[src/rtl/hazard_ctrl_if.sv]
// IF/ID sequencer bus: ID/EX status in, PC/IF_ID/ID_EX control out.
// master drives the status side, slave is the sequencer itself.
interface hazard_ctrl_if #(
  parameter int REG_AW = 5,
  parameter int CNT_W  = 16
);
  logic [REG_AW-1:0] id_rs1;
  logic [REG_AW-1:0] id_rs2;
  logic              id_use_rs1;
  logic              id_use_rs2;
  logic              ex_is_load;
  logic [REG_AW-1:0] ex_rd;
  logic              branch_taken;
  logic              mdiv_start;
  logic              mdiv_done;
  logic              pc_en;
  logic              if_id_locker;
  logic              if_id_flush;
  logic              id_ex_bubble;
  logic              id_ex_hold;
  logic [CNT_W-1:0]  stall_cnt;
  logic [CNT_W-1:0]  flush_cnt;
  logic              proto_err;

  modport master (
    output id_rs1, id_rs2,
    output id_use_rs1, id_use_rs2,
    output ex_is_load, ex_rd,
    output branch_taken,
    output mdiv_start, mdiv_done,
    input  pc_en, if_id_locker,
    input  if_id_flush,
    input  id_ex_bubble, id_ex_hold,
    input  stall_cnt, flush_cnt,
    input  proto_err
  );

  modport slave (
    input  id_rs1, id_rs2,
    input  id_use_rs1, id_use_rs2,
    input  ex_is_load, ex_rd,
    input  branch_taken,
    input  mdiv_start, mdiv_done,
    output pc_en, if_id_locker,
    output if_id_flush,
    output id_ex_bubble, id_ex_hold,
    output stall_cnt, flush_cnt,
    output proto_err
  );
endinterface

[src/rtl/hazard_ctrl.sv]
// Mealy sequencer for PC / IF_ID: load-use stall, branch flush, mul/div wait.
// Also keeps saturating stall/flush counters and a sticky protocol error.
module hazard_ctrl #(
  parameter int REG_AW      = 5,
  parameter int FLUSH_DEPTH = 1,
  parameter int CNT_W       = 16
) (
  input  logic         clk,
  input  logic         reset,
  hazard_ctrl_if.slave bus
);
  typedef enum logic [1:0] {
    RUN   = 2'd0,
    FLUSH = 2'd1,
    MDIV  = 2'd2
  } state_e;

  localparam int FW = 3;
  localparam logic [FW-1:0] FL_LOAD =
    FW'(FLUSH_DEPTH - 1);
  localparam bit MULTI_FL = FLUSH_DEPTH > 1;

  state_e           state_q, state_d;
  logic [FW-1:0]    fcnt_q, fcnt_d;
  logic [CNT_W-1:0] stall_q, stall_d;
  logic [CNT_W-1:0] flush_q, flush_d;
  logic             err_q, err_d;

  logic [REG_AW-1:0] rs1, rs2, rd;
  logic rs1_hit, rs2_hit, lu;
  logic pc_en, locker, flush;
  logic bubble, hold;
  logic br_acc, err_set;

  assign rs1 = bus.id_rs1;
  assign rs2 = bus.id_rs2;
  assign rd  = bus.ex_rd;

  assign rs1_hit = bus.id_use_rs1 && (rs1 == rd);
  assign rs2_hit = bus.id_use_rs2 && (rs2 == rd);
  assign lu = bus.ex_is_load && (rd != '0)
           && (rs1_hit || rs2_hit);

  always_comb begin
    state_d = state_q;
    fcnt_d  = fcnt_q;
    pc_en   = 1'b1;
    locker  = 1'b1;
    flush   = 1'b0;
    bubble  = 1'b0;
    hold    = 1'b0;
    br_acc  = 1'b0;
    err_set = 1'b0;
    unique case (state_q)
      RUN: begin
        err_set = bus.mdiv_done
               || (bus.branch_taken
                   && bus.mdiv_start);
        if (bus.branch_taken) begin
          locker = 1'b0;
          flush  = 1'b1;
          bubble = 1'b1;
          br_acc = 1'b1;
          fcnt_d = FL_LOAD;
          if (MULTI_FL) state_d = FLUSH;
        end else if (bus.mdiv_start) begin
          pc_en   = 1'b0;
          locker  = 1'b0;
          hold    = 1'b1;
          state_d = MDIV;
        end else if (lu) begin
          pc_en  = 1'b0;
          locker = 1'b0;
          bubble = 1'b1;
        end
      end
      FLUSH: begin
        locker  = 1'b0;
        flush   = 1'b1;
        bubble  = 1'b1;
        err_set = bus.mdiv_done;
        fcnt_d  = fcnt_q - FW'(1);
        if (fcnt_q <= FW'(1)) state_d = RUN;
      end
      MDIV: begin
        err_set = bus.branch_taken
               || bus.mdiv_start;
        if (!bus.mdiv_done) begin
          pc_en  = 1'b0;
          locker = 1'b0;
          hold   = 1'b1;
        end else begin
          state_d = RUN;
          if (lu) begin
            pc_en  = 1'b0;
            locker = 1'b0;
            bubble = 1'b1;
          end
        end
      end
      default: state_d = RUN;
    endcase
    // reset overrides everything, including the FSM
    if (reset) begin
      state_d = RUN;
      fcnt_d  = '0;
      pc_en   = 1'b0;
      locker  = 1'b0;
      flush   = 1'b1;
      bubble  = 1'b1;
      hold    = 1'b0;
      br_acc  = 1'b0;
      err_set = 1'b0;
    end
  end

  always_comb begin
    stall_d = stall_q;
    flush_d = flush_q;
    err_d   = err_q | err_set;
    if (!pc_en && (stall_q != '1))
      stall_d = stall_q + CNT_W'(1);
    if (br_acc && (flush_q != '1))
      flush_d = flush_q + CNT_W'(1);
  end

  always_ff @(posedge clk) begin
    if (reset) begin
      state_q <= RUN;
      fcnt_q  <= '0;
      stall_q <= '0;
      flush_q <= '0;
      err_q   <= 1'b0;
    end else begin
      state_q <= state_d;
      fcnt_q  <= fcnt_d;
      stall_q <= stall_d;
      flush_q <= flush_d;
      err_q   <= err_d;
    end
  end

  assign bus.pc_en        = pc_en;
  assign bus.if_id_locker = locker;
  assign bus.if_id_flush  = flush;
  assign bus.id_ex_bubble = bubble;
  assign bus.id_ex_hold   = hold;
  assign bus.stall_cnt    = stall_q;
  assign bus.flush_cnt    = flush_q;
  assign bus.proto_err    = err_q;
endmodule
[src/flat_wrapper.sv]
// flat-port wrapper written by rule: the top's interface ports become plain ports
module hazard_ctrl_flat 
#(
  parameter int REG_AW      = 5,
  parameter int FLUSH_DEPTH = 1,
  parameter int CNT_W       = 16
)
  (clk, reset, bus_id_rs1, bus_id_rs2, bus_id_use_rs1, bus_id_use_rs2, bus_ex_is_load, bus_ex_rd, bus_branch_taken, bus_mdiv_start, bus_mdiv_done, bus_pc_en, bus_if_id_locker, bus_if_id_flush, bus_id_ex_bubble, bus_id_ex_hold, bus_stall_cnt, bus_flush_cnt, bus_proto_err);
  hazard_ctrl_if #(.REG_AW(REG_AW), .CNT_W(CNT_W)) bus_i ();
  input  logic clk;
  input  logic reset;
  input wire logic [$bits(bus_i.id_rs1)-1:0] bus_id_rs1;
  input wire logic [$bits(bus_i.id_rs2)-1:0] bus_id_rs2;
  input wire logic [$bits(bus_i.id_use_rs1)-1:0] bus_id_use_rs1;
  input wire logic [$bits(bus_i.id_use_rs2)-1:0] bus_id_use_rs2;
  input wire logic [$bits(bus_i.ex_is_load)-1:0] bus_ex_is_load;
  input wire logic [$bits(bus_i.ex_rd)-1:0] bus_ex_rd;
  input wire logic [$bits(bus_i.branch_taken)-1:0] bus_branch_taken;
  input wire logic [$bits(bus_i.mdiv_start)-1:0] bus_mdiv_start;
  input wire logic [$bits(bus_i.mdiv_done)-1:0] bus_mdiv_done;
  output wire logic [$bits(bus_i.pc_en)-1:0] bus_pc_en;
  output wire logic [$bits(bus_i.if_id_locker)-1:0] bus_if_id_locker;
  output wire logic [$bits(bus_i.if_id_flush)-1:0] bus_if_id_flush;
  output wire logic [$bits(bus_i.id_ex_bubble)-1:0] bus_id_ex_bubble;
  output wire logic [$bits(bus_i.id_ex_hold)-1:0] bus_id_ex_hold;
  output wire logic [$bits(bus_i.stall_cnt)-1:0] bus_stall_cnt;
  output wire logic [$bits(bus_i.flush_cnt)-1:0] bus_flush_cnt;
  output wire logic [$bits(bus_i.proto_err)-1:0] bus_proto_err;
  assign bus_i.id_rs1 = bus_id_rs1;
  assign bus_i.id_rs2 = bus_id_rs2;
  assign bus_i.id_use_rs1 = bus_id_use_rs1;
  assign bus_i.id_use_rs2 = bus_id_use_rs2;
  assign bus_i.ex_is_load = bus_ex_is_load;
  assign bus_i.ex_rd = bus_ex_rd;
  assign bus_i.branch_taken = bus_branch_taken;
  assign bus_i.mdiv_start = bus_mdiv_start;
  assign bus_i.mdiv_done = bus_mdiv_done;
  assign bus_pc_en = bus_i.pc_en;
  assign bus_if_id_locker = bus_i.if_id_locker;
  assign bus_if_id_flush = bus_i.if_id_flush;
  assign bus_id_ex_bubble = bus_i.id_ex_bubble;
  assign bus_id_ex_hold = bus_i.id_ex_hold;
  assign bus_stall_cnt = bus_i.stall_cnt;
  assign bus_flush_cnt = bus_i.flush_cnt;
  assign bus_proto_err = bus_i.proto_err;
  hazard_ctrl #(.REG_AW(REG_AW), .FLUSH_DEPTH(FLUSH_DEPTH), .CNT_W(CNT_W)) u_core (.clk(clk), .reset(reset), .bus(bus_i));
endmodule
[config.mk]
export PLATFORM = sky130hd
export DESIGN_NAME = hazard_ctrl_flat
export DESIGN_NICKNAME = d
export VERILOG_FILES = /design/src/rtl/hazard_ctrl_if.sv /design/src/rtl/hazard_ctrl.sv /design/src/flat_wrapper.sv
export SDC_FILE = /design/constraint.sdc
export NUM_CORES = 1
export LEC_CHECK = 0
export CORE_ASPECT_RATIO = 1.5
export CORE_MARGIN = 4
export CORE_UTILIZATION = 36
export DETAILED_ROUTE_END_ITERATION = 10
export PLACE_DENSITY_LB_ADDON = 0.3
export SYNTH_ARGS = -nofsm -noshare
export SYNTH_HDL_FRONTEND = slang
export SYNTH_SLANG_ARGS = --single-unit
[constraint.sdc]
create_clock -name clk -period 4.3 [get_ports clk]
set_input_delay 0.645 -clock clk [delete_from_list [all_inputs] [get_ports clk]]
set_output_delay 0.645 -clock clk [all_outputs]
set_load 0.05 [all_outputs]
==> results.py <==
metrics = {
    "detailed_routing": {
        "via_per_inst": 5.055,
        "highest_layer": "met4",
        "drtAntennaViolNets": 0,
        "route.layer.met1.wl_um": 1733,
        "drt_first_pass_iters": 4,
        "remaining_drc_errors": 0,
        "met3WireLength_um": 142,
        "avgRoutedWirePerCell_um": 12.33,
        "drt_wl_total_um": 4253,
        "drt_iter0_drc": 107,
        "vias": 1744,
        "wl_met2_um": 2322,
    },
    "logic_synthesis": {
        "synth_top_area_frac": 0.3739,
        "synth_cell_types": 40,
        "synth_edf_count": 0,
        "ys_seq_elements": 34,
        "yosys_warnings": 0,
        "avgSynthCellArea_um2": 8.428,
        "synth_ff_type": "dfxtp_1",
        "syn_area_um2": 1820,
        "async_flop_share": 0,
        "synth_fp_nets": 241,
        "yosysSeqAreaShare": 0.3739,
        "yosys.area.top_type": "dfxtp_1",
        "ys_top_cells_by_area": "dfxtp_1 37%, xnor2_1 7.7%, nor2_1 5.2%",
        "synthCells": 216,
    },
    "job": {
        "max-cap-violations": 0,
    },
    "floorplan": {
        "initial_core_util": 0.3755,
        "dieArea_um2": 6282,
        "die_y_um": 95.10,
        "coreArea_um2": 4848,
        "die_w_um": 66.06,
        "io_pins": 61,
        "fp-row-count": 31,
    },
    "clock_tree": {
        "cts_max_path_buffers": 2,
        "cts-resized-gates": 0,
        "postCtsSetupBuffers": 0,
        "cts_tree": "built",
        "cts_max_level": 2,
        "clockRootBuffer": "clkbuf_8",
        "numCtsBuffers": 5,
        "clk_pin_slew_ns": 0.07,
        "worstSkewPairLatency_ns": 0.28,
        "ctsHoldBuffers": 0,
        "cts_sinks": 34,
    },
    "global_route": {
        "grt_max_degree": 35,
        "grt_pass1_wl_um": 7176,
        "grt_usage": 0.1447,
        "grt_pass1_vias": 1704,
        "antenna_found_initial": 0,
        "overflow": 0,
    },
    "critical_path": {
        "critical_path.slowest_cell": "clkdlybuf4s50_1",
        "critPathMaxStageDelay_ns": 0.83,
        "crit_top_cell": "clkdlybuf4s50_1",
        "timing.critical_path.to_type": "output port",
        "crit_end": "bus_if_id_locker",
        "timing.rr.start": "u_core.bus.stall_cnt[0]",
        "crit_path_start": "bus_ex_rd[1]",
        "crit_fanout": 3,
        "rrSetupSlack_ns": 1.93,
        "worstRegToRegCells": 7,
        "cp.required_ns": 3.65,
        "cp-start-kind": "primary input",
        "r2r-end": "u_core.bus.stall_cnt[15]",
        "cp.arrival_ns": 3.08,
        "path_class": "primary input to output port",
        "crit_chain": "clkdlybuf4s50_1, or4_1, o21ai_2, and2b_1, nor3_1, clkdlybuf4s50_1",
    },
    "final_layout": {
        "finalNetCount": 303,
        "layout_common_cells": "60 x clkdlybuf4s50_1, 34 x dfxtp_1, 25 x nor2_1, 17 x a21oi_1",
        "fillers": 495,
        "final_cells": 345,
        "regArea_um2": 680.7,
        "multi_input_area_um2": 1079,
        "final_common_cell": "clkdlybuf4s50_1",
        "drive_gt1_frac": 0.06093,
        "syn2layout_area_growth_pct": 40.14,
        "n_antenna_cell": 0,
    },
    "sta": {
        "rsz0062_at_grt": "no",
        "fin_crit_ns": 3.724,
        "fin_ws_ns": 0.5761,
        "fmax_mhz": 268.5,
        "tightestPinTransition_ns": 0.5967,
        "period_share": 0.8660,
        "fin_skew_ns": 0.01014,
        "setup_viol": 0,
        "slew_viol_final": 0,
        "final_hold_viol_count": 0,
        "max_slew_margin": 0.6013,
        "tns_ns": 0,
    },
    "placed_design": {
        "hpwl_um": 3173,
        "portBuffers": 60,
        "dp_slack_ns": 0.5702,
        "routabilityCongestion": 0.7521,
        "place_inst": 337,
    },
    "power_and_ir_drop": {
        "leakagePower_nw": 0.8566,
        "power.total_w": 0.0006865,
        "power_density_nw_per_um2": 269.1,
        "vdd_drop_max_mv": 0.1840,
    },
    "run_status": {
        "outcome": "completed",
    },
    "min_path": {
        "min_path_type": "flop to flop",
    },
}
how the worst min path moves through the flow:
stage	cells past startpoint	start	slack, ns	endpoint
finish	2	u_core.bus.proto_err	0.48	u_core.bus.proto_err
global route	2	u_core.bus.proto_err	0.51	u_core.bus.proto_err
CTS	2	u_core.bus.proto_err	0.49	u_core.bus.proto_err
detailed placement	2	u_core.bus.proto_err	0.47	u_core.bus.proto_err
global placement	2	u_core.bus.proto_err	0.46	u_core.bus.proto_err
floorplan	3	u_core.state_q[1]	0.58	u_core.bus.proto_err
through the flow:
step,instance area (µm²),hold WS (ns),util
2_1_floorplan,1821,0.5846,-
3_3_place_gp,2465,0.4633,0.5084
3_5_place_dp,2465,0.4744,0.5084
4_1_cts,2551,0.4916,0.5262
5_1_grt,2551,0.5104,0.5262
6_report,2551,0.4790,0.5262
power by group:
part           total, W  switching (W)  internal, W
sequential     0.000331     0.00000924     0.000321
clock          0.000231       0.000117     0.000114
combinational  0.000125      0.0000712    0.0000535
cell type report:
type / instances / share of cell area
timing repair buffer: 61 / 0.2384
multi-input combinational: 172 / 0.4228
clock inverter: 2 / 0.005395
clock buffer: 6 / 0.02845
sequential: 34 / 0.2668
inverter: 4 / 0.005885
tap: 66 / 0.03237
critical path: cells and delay by family:
| kind | cells | cell delay (ns) |
|---|---|---|
| buffers and inverters | 2 | 1.29 |
| AOI/OAI and AO/OA | 1 | 0.18 |
| and+or+nand+nor | 3 | 0.96 |
flip-flops by register name, indices dropped and copies added, names as in the netlist:
register / flops
u_core.bus.proto_err: 1
u_core.bus.stall_cnt: 16
u_core.bus.flush_cnt: 16
u_core.state_q: 1
Yosys cell counts, drive strengths merged, types with 3 or more instances:
library cell,number
dfxtp,34
nor2,25
a21oi,18
nand3,16
xnor2,16
nand2,13
o21ai,13
or3,11
and3,9
xor2,8
nand4,5
or4,5
and2,4
clkbuf,4
inv,4
o31ai,4
and4,3
nor2b,3
metal layers:
metal / vias up / global-route usage
met5: - / 0
li1: 902 / -
met4: 0 / 0.06102
met2: 30 / 0.2720
met1: 807 / 0.1522
met3: 5 / 0.03066
cell families (layout without fill, tap and decap cells):
| logic type | count (synthesis) | in the layout | synth area share |
|---|---|---|---|
| flip-flops | 34 | 34 | 0.3739 |
| AO/OA/AOI/OAI | 43 | 43 | 0.1526 |
| multiplexers | 2 | 2 | 0.01100 |
| XOR/XNOR | 24 | 24 | 0.1155 |
| adder cells (fa/ha/maj) | 2 | 2 | 0.01374 |
| AND/OR/NAND/NOR | 101 | 101 | 0.2997 |
| buffers and inverters | 10 | 73 | 0.03367 |
(Power assumes the default switching activity.)
